## src/rtl/fetch_mem_arbiter_pkg.sv

```systemverilog
// Shared encodings and default widths for the fetch/loader instruction memory arbiter.
package fetch_mem_arbiter_pkg;

  localparam int unsigned DEF_ADDR_W    = 32;
  localparam int unsigned DEF_DATA_W    = 32;
  localparam int unsigned DEF_MAX_BURST = 16;

  // Last-owner state encoding
  localparam logic [1:0] ST_IDLE = 2'd0;
  localparam logic [1:0] ST_OWN0 = 2'd1;
  localparam logic [1:0] ST_OWN1 = 2'd2;

  typedef enum logic [1:0] {
    TAG_NONE = 2'd0,
    TAG_M0   = 2'd1,
    TAG_M1   = 2'd2
  } resp_tag_e;

endpackage

```

## src/rtl/arb_starve_cnt.sv

```systemverilog
// Counts consecutive loader grants while fetch waits; flags when fetch must be forced through.
module arb_starve_cnt #(
  parameter int unsigned MAX_BURST = 16
) (
  input  logic clk,
  input  logic rst,
  input  logic i_inc,
  input  logic i_clr,
  output logic o_sat
);

  localparam int unsigned CNT_W = $clog2(MAX_BURST + 1);

  logic [CNT_W-1:0] r_cnt;

  // Clear has priority so a forced fetch grant restarts the window
  always_ff @(posedge clk or posedge rst) begin
    if (rst) begin
      r_cnt <= '0;
    end else if (i_clr) begin
      r_cnt <= '0;
    end else if (i_inc && !o_sat) begin
      r_cnt <= r_cnt + CNT_W'(1);
    end
  end

  assign o_sat = (r_cnt == CNT_W'(MAX_BURST));

endmodule

```

## src/rtl/fetch_mem_arbiter.sv

```systemverilog
// Shares one 1-cycle-latency instruction memory between core fetch (m0) and loader/debug (m1).
module fetch_mem_arbiter
  import fetch_mem_arbiter_pkg::*;
#(
  parameter int unsigned ADDR_W    = DEF_ADDR_W,
  parameter int unsigned DATA_W    = DEF_DATA_W,
  parameter int unsigned MAX_BURST = DEF_MAX_BURST
) (
  input  logic              clk,
  input  logic              rst,
  input  logic              m0_req,
  input  logic [ADDR_W-1:0] m0_addr,
  output logic              m0_gnt,
  output logic              m0_rvalid,
  output logic [DATA_W-1:0] m0_rdata,
  input  logic              m1_req,
  input  logic              m1_we,
  input  logic [ADDR_W-1:0] m1_addr,
  input  logic [DATA_W-1:0] m1_wdata,
  output logic              m1_gnt,
  output logic              m1_rvalid,
  output logic [DATA_W-1:0] m1_rdata,
  output logic              mem_en,
  output logic              mem_we,
  output logic [ADDR_W-1:0] mem_addr,
  output logic [DATA_W-1:0] mem_wdata,
  input  logic [DATA_W-1:0] mem_rdata,
  output logic              hold_flag
);

  logic       w_sat;
  logic       w_m0_gnt;
  logic       w_m1_gnt;
  logic [1:0] r_state;
  logic [1:0] w_state_nxt;
  resp_tag_e  r_tag;
  resp_tag_e  w_tag_nxt;

  // Loader wins contention until the starvation window fills; nothing is granted in reset
  assign w_m0_gnt = ~rst & m0_req & (~m1_req | w_sat);
  assign w_m1_gnt = ~rst & m1_req & ~w_m0_gnt;

  arb_starve_cnt #(
    .MAX_BURST (MAX_BURST)
  ) u_starve (
    .clk   (clk),
    .rst   (rst),
    .i_inc (w_m1_gnt & m0_req),
    .i_clr (w_m0_gnt | ~m0_req),
    .o_sat (w_sat)
  );

  assign m0_gnt    = w_m0_gnt;
  assign m1_gnt    = w_m1_gnt;
  assign mem_en    = w_m0_gnt | w_m1_gnt;
  assign hold_flag = m0_req & ~w_m0_gnt;

  always_comb begin
    mem_we    = 1'b0;
    mem_addr  = '0;
    mem_wdata = '0;
    if (w_m0_gnt) begin
      mem_addr = m0_addr;
    end else if (w_m1_gnt) begin
      mem_we    = m1_we;
      mem_addr  = m1_addr;
      mem_wdata = m1_wdata;
    end
  end

  always_ff @(posedge clk or posedge rst) begin
    if (rst) begin
      r_state <= ST_IDLE;
      r_tag   <= TAG_NONE;
    end else begin
      r_state <= w_state_nxt;
      r_tag   <= w_tag_nxt;
    end
  end

  // Owner tracking plus the tag of the read whose data arrives next cycle
  always_comb begin
    w_state_nxt = ST_IDLE;
    w_tag_nxt   = TAG_NONE;
    case (r_state)
      ST_IDLE: begin
        if (w_m0_gnt)      w_state_nxt = ST_OWN0;
        else if (w_m1_gnt) w_state_nxt = ST_OWN1;
      end
      ST_OWN0: begin
        if (w_m1_gnt)      w_state_nxt = ST_OWN1;
        else if (w_m0_gnt) w_state_nxt = ST_OWN0;
      end
      ST_OWN1: begin
        if (w_m0_gnt)      w_state_nxt = ST_OWN0;
        else if (w_m1_gnt) w_state_nxt = ST_OWN1;
      end
      default: w_state_nxt = ST_IDLE;
    endcase
    if (w_m0_gnt) begin
      w_tag_nxt = TAG_M0;
    end else if (w_m1_gnt && !m1_we) begin
      w_tag_nxt = TAG_M1;
    end
  end

  assign m0_rvalid = (r_tag == TAG_M0);
  assign m1_rvalid = (r_tag == TAG_M1);
  assign m0_rdata  = m0_rvalid ? mem_rdata : '0;
  assign m1_rdata  = m1_rvalid ? mem_rdata : '0;

endmodule

```

## config.mk

```make
export PLATFORM = sky130hd
export DESIGN_NAME = fetch_mem_arbiter
export DESIGN_NICKNAME = d
export VERILOG_FILES = /design/src/rtl/fetch_mem_arbiter_pkg.sv /design/src/rtl/arb_starve_cnt.sv /design/src/rtl/fetch_mem_arbiter.sv
export SDC_FILE = /design/constraint.sdc
export NUM_CORES = 1
export LEC_CHECK = 0
export ABC_AREA = 1
export BUFFER_PORTS_ARGS = -buffer_cell sky130_fd_sc_hd__clkbuf_2
export CORE_AREA = 2 2 104 106
export CTS_CLUSTER_DIAMETER = 60
export DETAILED_ROUTE_END_ITERATION = 8
export DIE_AREA = 0 0 106 108
export GPL_TIMING_DRIVEN = 0
export PLACE_DENSITY = 0.57
export SYNTH_ARGS = -nofsm -noshare
export SYNTH_HDL_FRONTEND = slang
export SYNTH_SLANG_ARGS = --single-unit
```

## constraint.sdc

```tcl
create_clock -name clk -period 3.25 [get_ports clk]
set_clock_uncertainty 0.05 [all_clocks]
set_input_delay 0.8125 -clock clk [delete_from_list [all_inputs] [get_ports clk]]
set_output_delay 0.8125 -clock clk [all_outputs]
set_load 0.02 [all_outputs]
```

==> Word level (Yosys, flattened, before mapping) <==
Cells that the tools add are included.
{ "op_classes": {"reduce_logical": 5, "n_mux": 12, "n_eq_ne": 3, "n_bitwise": 13, "add_sub_neg": 1} }
{ "ops": {"columns": ["op", "n"], "rows": [
  ["$mux W32", 6],
  ["$mux W5", 2],
  ["$and A1 B1 Y1", 6],
  ["$add A5 B1 Y5 const B", 1],
  ["$eq A5 B5 Y1 const B", 1],
  ["$mux W2", 2],
  ["$not A1 Y1", 4],
  ["$or A1 B1 Y1", 3],
  ["$eq A2 B1 Y1 const B", 1],
  ["$eq A2 B2 Y1 const B", 1],
  ["$logic_and A1 B1 Y1", 2],
  ["$logic_not A1 Y1", 2],
  ["$mux W1", 2],
  ["$reduce_bool A2 Y1", 1]
]} }
{ "word_totals": {"wordCells": 36, "out_inout_bits": 135, "input_bits": 133, "ff_bits": 7} }

==> Longest topological paths before layout <==
{ "depth": {"ltp_word": 9, "depth_mapped": 11} }

==> By module <==
From an unflattened synthesis, not the netlist that was laid out.
{ "hier_totals": {"hier_cells": 344, "hier_area_um2": 1696.6} }
{ "by_module_without_submodules": {"columns": ["mod", "area_per_inst_um2", "cells_per_inst", "instances"], "rows": [
  ["fetch_mem_arbiter", 1356.3, 303, 1],
  ["arb_starve_cnt", 340.3, 41, 1]
]} }

==> Worst setup path before layout <==
Ideal clock, no wire load.
{ "synth_timing": {"path_kind": "input to output", "start": "input m1_req", "end": "output mem_addr[10]", "required_ns": 2.388, "slack_ns": 0.814, "path_buffers": 1, "cell_stages": 5, "arrival_time_ns": 1.574, "cell_sequence": "inv_1 nor2_4 clkbuf_1 nand3_1 nand2_1"} }
{ "synth_via": {"elab_chain_len": 7, "elab_cells_between_ends": 8} }
{ "synth_lines": {"columns": ["element", "line_no", "source"], "rows": [
  ["from (decl)", "fetch_mem_arbiter.sv:16", "input logic m1_req,"],
  ["$not A1 Y1", "fetch_mem_arbiter.sv:40", "assign w_m0_gnt = ~rst & m0_req & (~m1_req | w_sat);"],
  ["$or A1 B1 Y1", "fetch_mem_arbiter.sv:40", null],
  ["$and A1 B1 Y1", "fetch_mem_arbiter.sv:40", null],
  ["$not A1 Y1", "fetch_mem_arbiter.sv:41", "assign w_m1_gnt = ~rst & m1_req & ~w_m0_gnt;"],
  ["$and A1 B1 Y1", "fetch_mem_arbiter.sv:41", null],
  ["$mux W32", "fetch_mem_arbiter.sv:64", "end else if (w_m1_gnt) begin"],
  ["$mux W32 (*)", "fetch_mem_arbiter.sv:62", "if (w_m0_gnt) begin"],
  ["to (decl)", "fetch_mem_arbiter.sv:25", "output logic [ADDR_W-1:0] mem_addr,"]
]} }
Every way passes the cells marked *; elsewhere a longest branch is shown, timed or not.

==> Worst setup path after layout <==
{ "layout_timing": {"start": "input m1_req", "end": "output mem_addr[30]"} }
The elaborated chain is that of the path after synthesis.

==> metrics.cfg <==
[clock_network]
cts_htree_levels = 1
post_cts_buffers = 0
cts-root-buf = clkbuf_8
cts_tree = built
clk_latency_ns = 0.22
clock_sinks = 7
cts_hold_buf = 0
cts_resized = 0
clk_pin_slew_ns = 0.04
numCtsBuffers = 3
clk_path_buf_depth = 2

[run_status]
status = completed

[timing]
tightest_slew_ns = 0.549
setup_tns_ns = 0
fin_crit_ns = 2.95
rsz0062_at_grt = false
clock.fmax_ghz = 0.339
slew_headroom = 0.634
hold_violations = 0
setup_viol = 0
layout_worst_path_cycle_share = 0.909
maxSlewViolCount = 0
setup_ws_ns = 0.297

[detailed_routing]
wl_um = 8320
via_per_inst = 3.81
drt_iter0_drc = 139
drc = 0
wl_per_cell_um = 11.2
ant_nets = 0
via_count = 2817
dr.pass1.iters = 4

[logic_synthesis]
yosysSeqAreaShare = 0.107
yosys_register_bits = 7
synth_nets = 468
synth_common_cells = 79 x inv_1, 75 x nand2_1, 72 x nor2_1, 35 x nand3_1, 30 x nor2_2
synth_ff_type = dfrtp_1
yosys-top-cells-area = inv_1 18%, nand2_1 17%, nor2_1 16%
yosysTopAreaCell = inv_1
syn_avg_cell_area_um2 = 4.93
synth_top_area_share = 0.181
synthDistinctLibCells = 20
synth_edf_count = 0
async_flop_share = 1.00
netlist_instances = 333
yosys_warnings = 0
syn-cell-area_um2 = 1640
yosysMostFrequentCell = inv_1

[worst_setup_path]
cp_cell_sequence = clkbuf_2 > inv_1 > nor2_4 > buf_1 > nand3_1 > nand2_1 > clkbuf_2
cp-start-kind = input pin
arrival_ns = 2.09
required_ns = 2.39
worstPathMaxFanout = 10
path_buf_inv = 4
cpMostUsedCell = clkbuf_2
path_delay_family = buffers and inverters
critPathSlowestCell = buf_1
max_stage_delay_ns = 0.46
crit_type = input pin to primary output
end_kind = primary output

[floorplanning]
core_area_um2 = 10200
ios = 268
initial_core_util = 0.160
rows = 37
die_h_um = 108
die_width_um = 106
die-area_um2 = 11400

[pwr]
finalPower_mw = 0.570
irDropWorstVdd_uv = 133
p_leak_nw = 2.34
powerDensity_nw_per_um2 = 179

[global_route]
grt_remaining_overflow = 0
grt_pass1_wl_um = 12000
grt_usage = 0.128
grt_pass1_vias = 2511
grt_max_degree = 12
grt_antenna_before_repair = 0

[layout]
layout-drive-gt1-share = 0.520
fin_nets = 740
ff_latch_area_um2 = 175
area_delta_synth_final_pct = 94.5
design_area_um2 = 3190
instances_no_fill = 740
antennaDiodeCount = 0
multi_input_area_um2 = 1040
fillers = 1225

[place]
preCtsSetupSlack_ns = 0.221
gp_congestion = 0.791
dp_hpwl_um = 7450
dpl.cell_count = 736
place_area_um2 = 3150
portBuffers = 267

[job]
drv_cap = 0

[hold_path]
holdCritPathClass = register to register

## stage by stage
stage / hold WS [ns] / utilization
final: 0.482 / 0.312
after global placement: 0.489 / 0.308
after CTS: 0.498 / 0.312
after floorplan: 0.441 / -
after global routing: 0.526 / 0.312
after detailed placement: 0.488 / 0.308
## tightest hold or removal path: stages, from the launching register on
cell and delay [ns]:
dfrtp_1 0.38, nand2_1 0.07, nand2_1 0.05
## area by class of cell
class,instances,area share
sequential,7,0.0549
timing repair buffer,267,0.418
multi-input combinational,228,0.326
inverter,80,0.0948
clock buffer,4,0.0141
tap,136,0.0533
buffer,18,0.0380
## path summary, 6_finish.rpt
path / startpoint / to / slack, ns / cells past startpoint
min in group asynchronous: rst / u_starve.r_cnt[4] / 0.57 / 2
worst min-delay path: u_starve.r_cnt[4] / u_starve.r_cnt[4] / 0.48 / 2
worst max register to register: u_starve.r_cnt[0] / r_tag[0] / 1.86 / 9
max in group asynchronous: rst / r_tag[1] / 2.33 / 2
worst min register to register: u_starve.r_cnt[4] / u_starve.r_cnt[4] / 0.48 / 2
worst max-delay path: m1_req / mem_addr[30] / 0.30 / 7
## power breakdown
group	switching (mW)	internal, mW
clock	0.0370	0.0848
combinational	0.220	0.137
sequential	0.00130	0.0896
total	0.259	0.312
## metal layers
metal / up-vias / GRT usage / routed length (um)
met2: 162 / 0.255 / 4390
met1: 1160 / 0.150 / 3270
met5: - / 0 / 0
met4: 0 / 0.0169 / 27
li1: 1493 / - / -
met3: 2 / 0.0145 / 629
## sequential cells by signal (all words and copies together) (netlist names)
register and cells:
u_starve.r_cnt 5, r_tag 2
## cells in the final DEF, fill, tap and decap left out, types with 2 or more instances in the layout
cell type	netlist	final
a21oi_1	2	2
buf_4	2	2
buf_6	6	6
clkbuf_1	8	9
clkbuf_2	0	267
clkbuf_8	0	3
dfrtp_1	7	7
ha_1	2	2
inv_1	79	79
nand2_1	75	75
nand2_4	2	2
nand3_1	35	35
nand4_1	4	4
nor2_1	72	72
nor2_2	30	30
o21ai_0	2	2
xor2_1	2	2
## kinds of logic after synthesis
logic type | share of synthesized area
AO/OA/AOI/OAI | 0.0122
flip-flops | 0.107
adder cells (fa/ha/maj) | 0.0152
AND/OR/NAND/NOR | 0.597
buffers and inverters | 0.258
XOR/XNOR | 0.0107
Note: power is estimated with default switching activity, not from simulation.
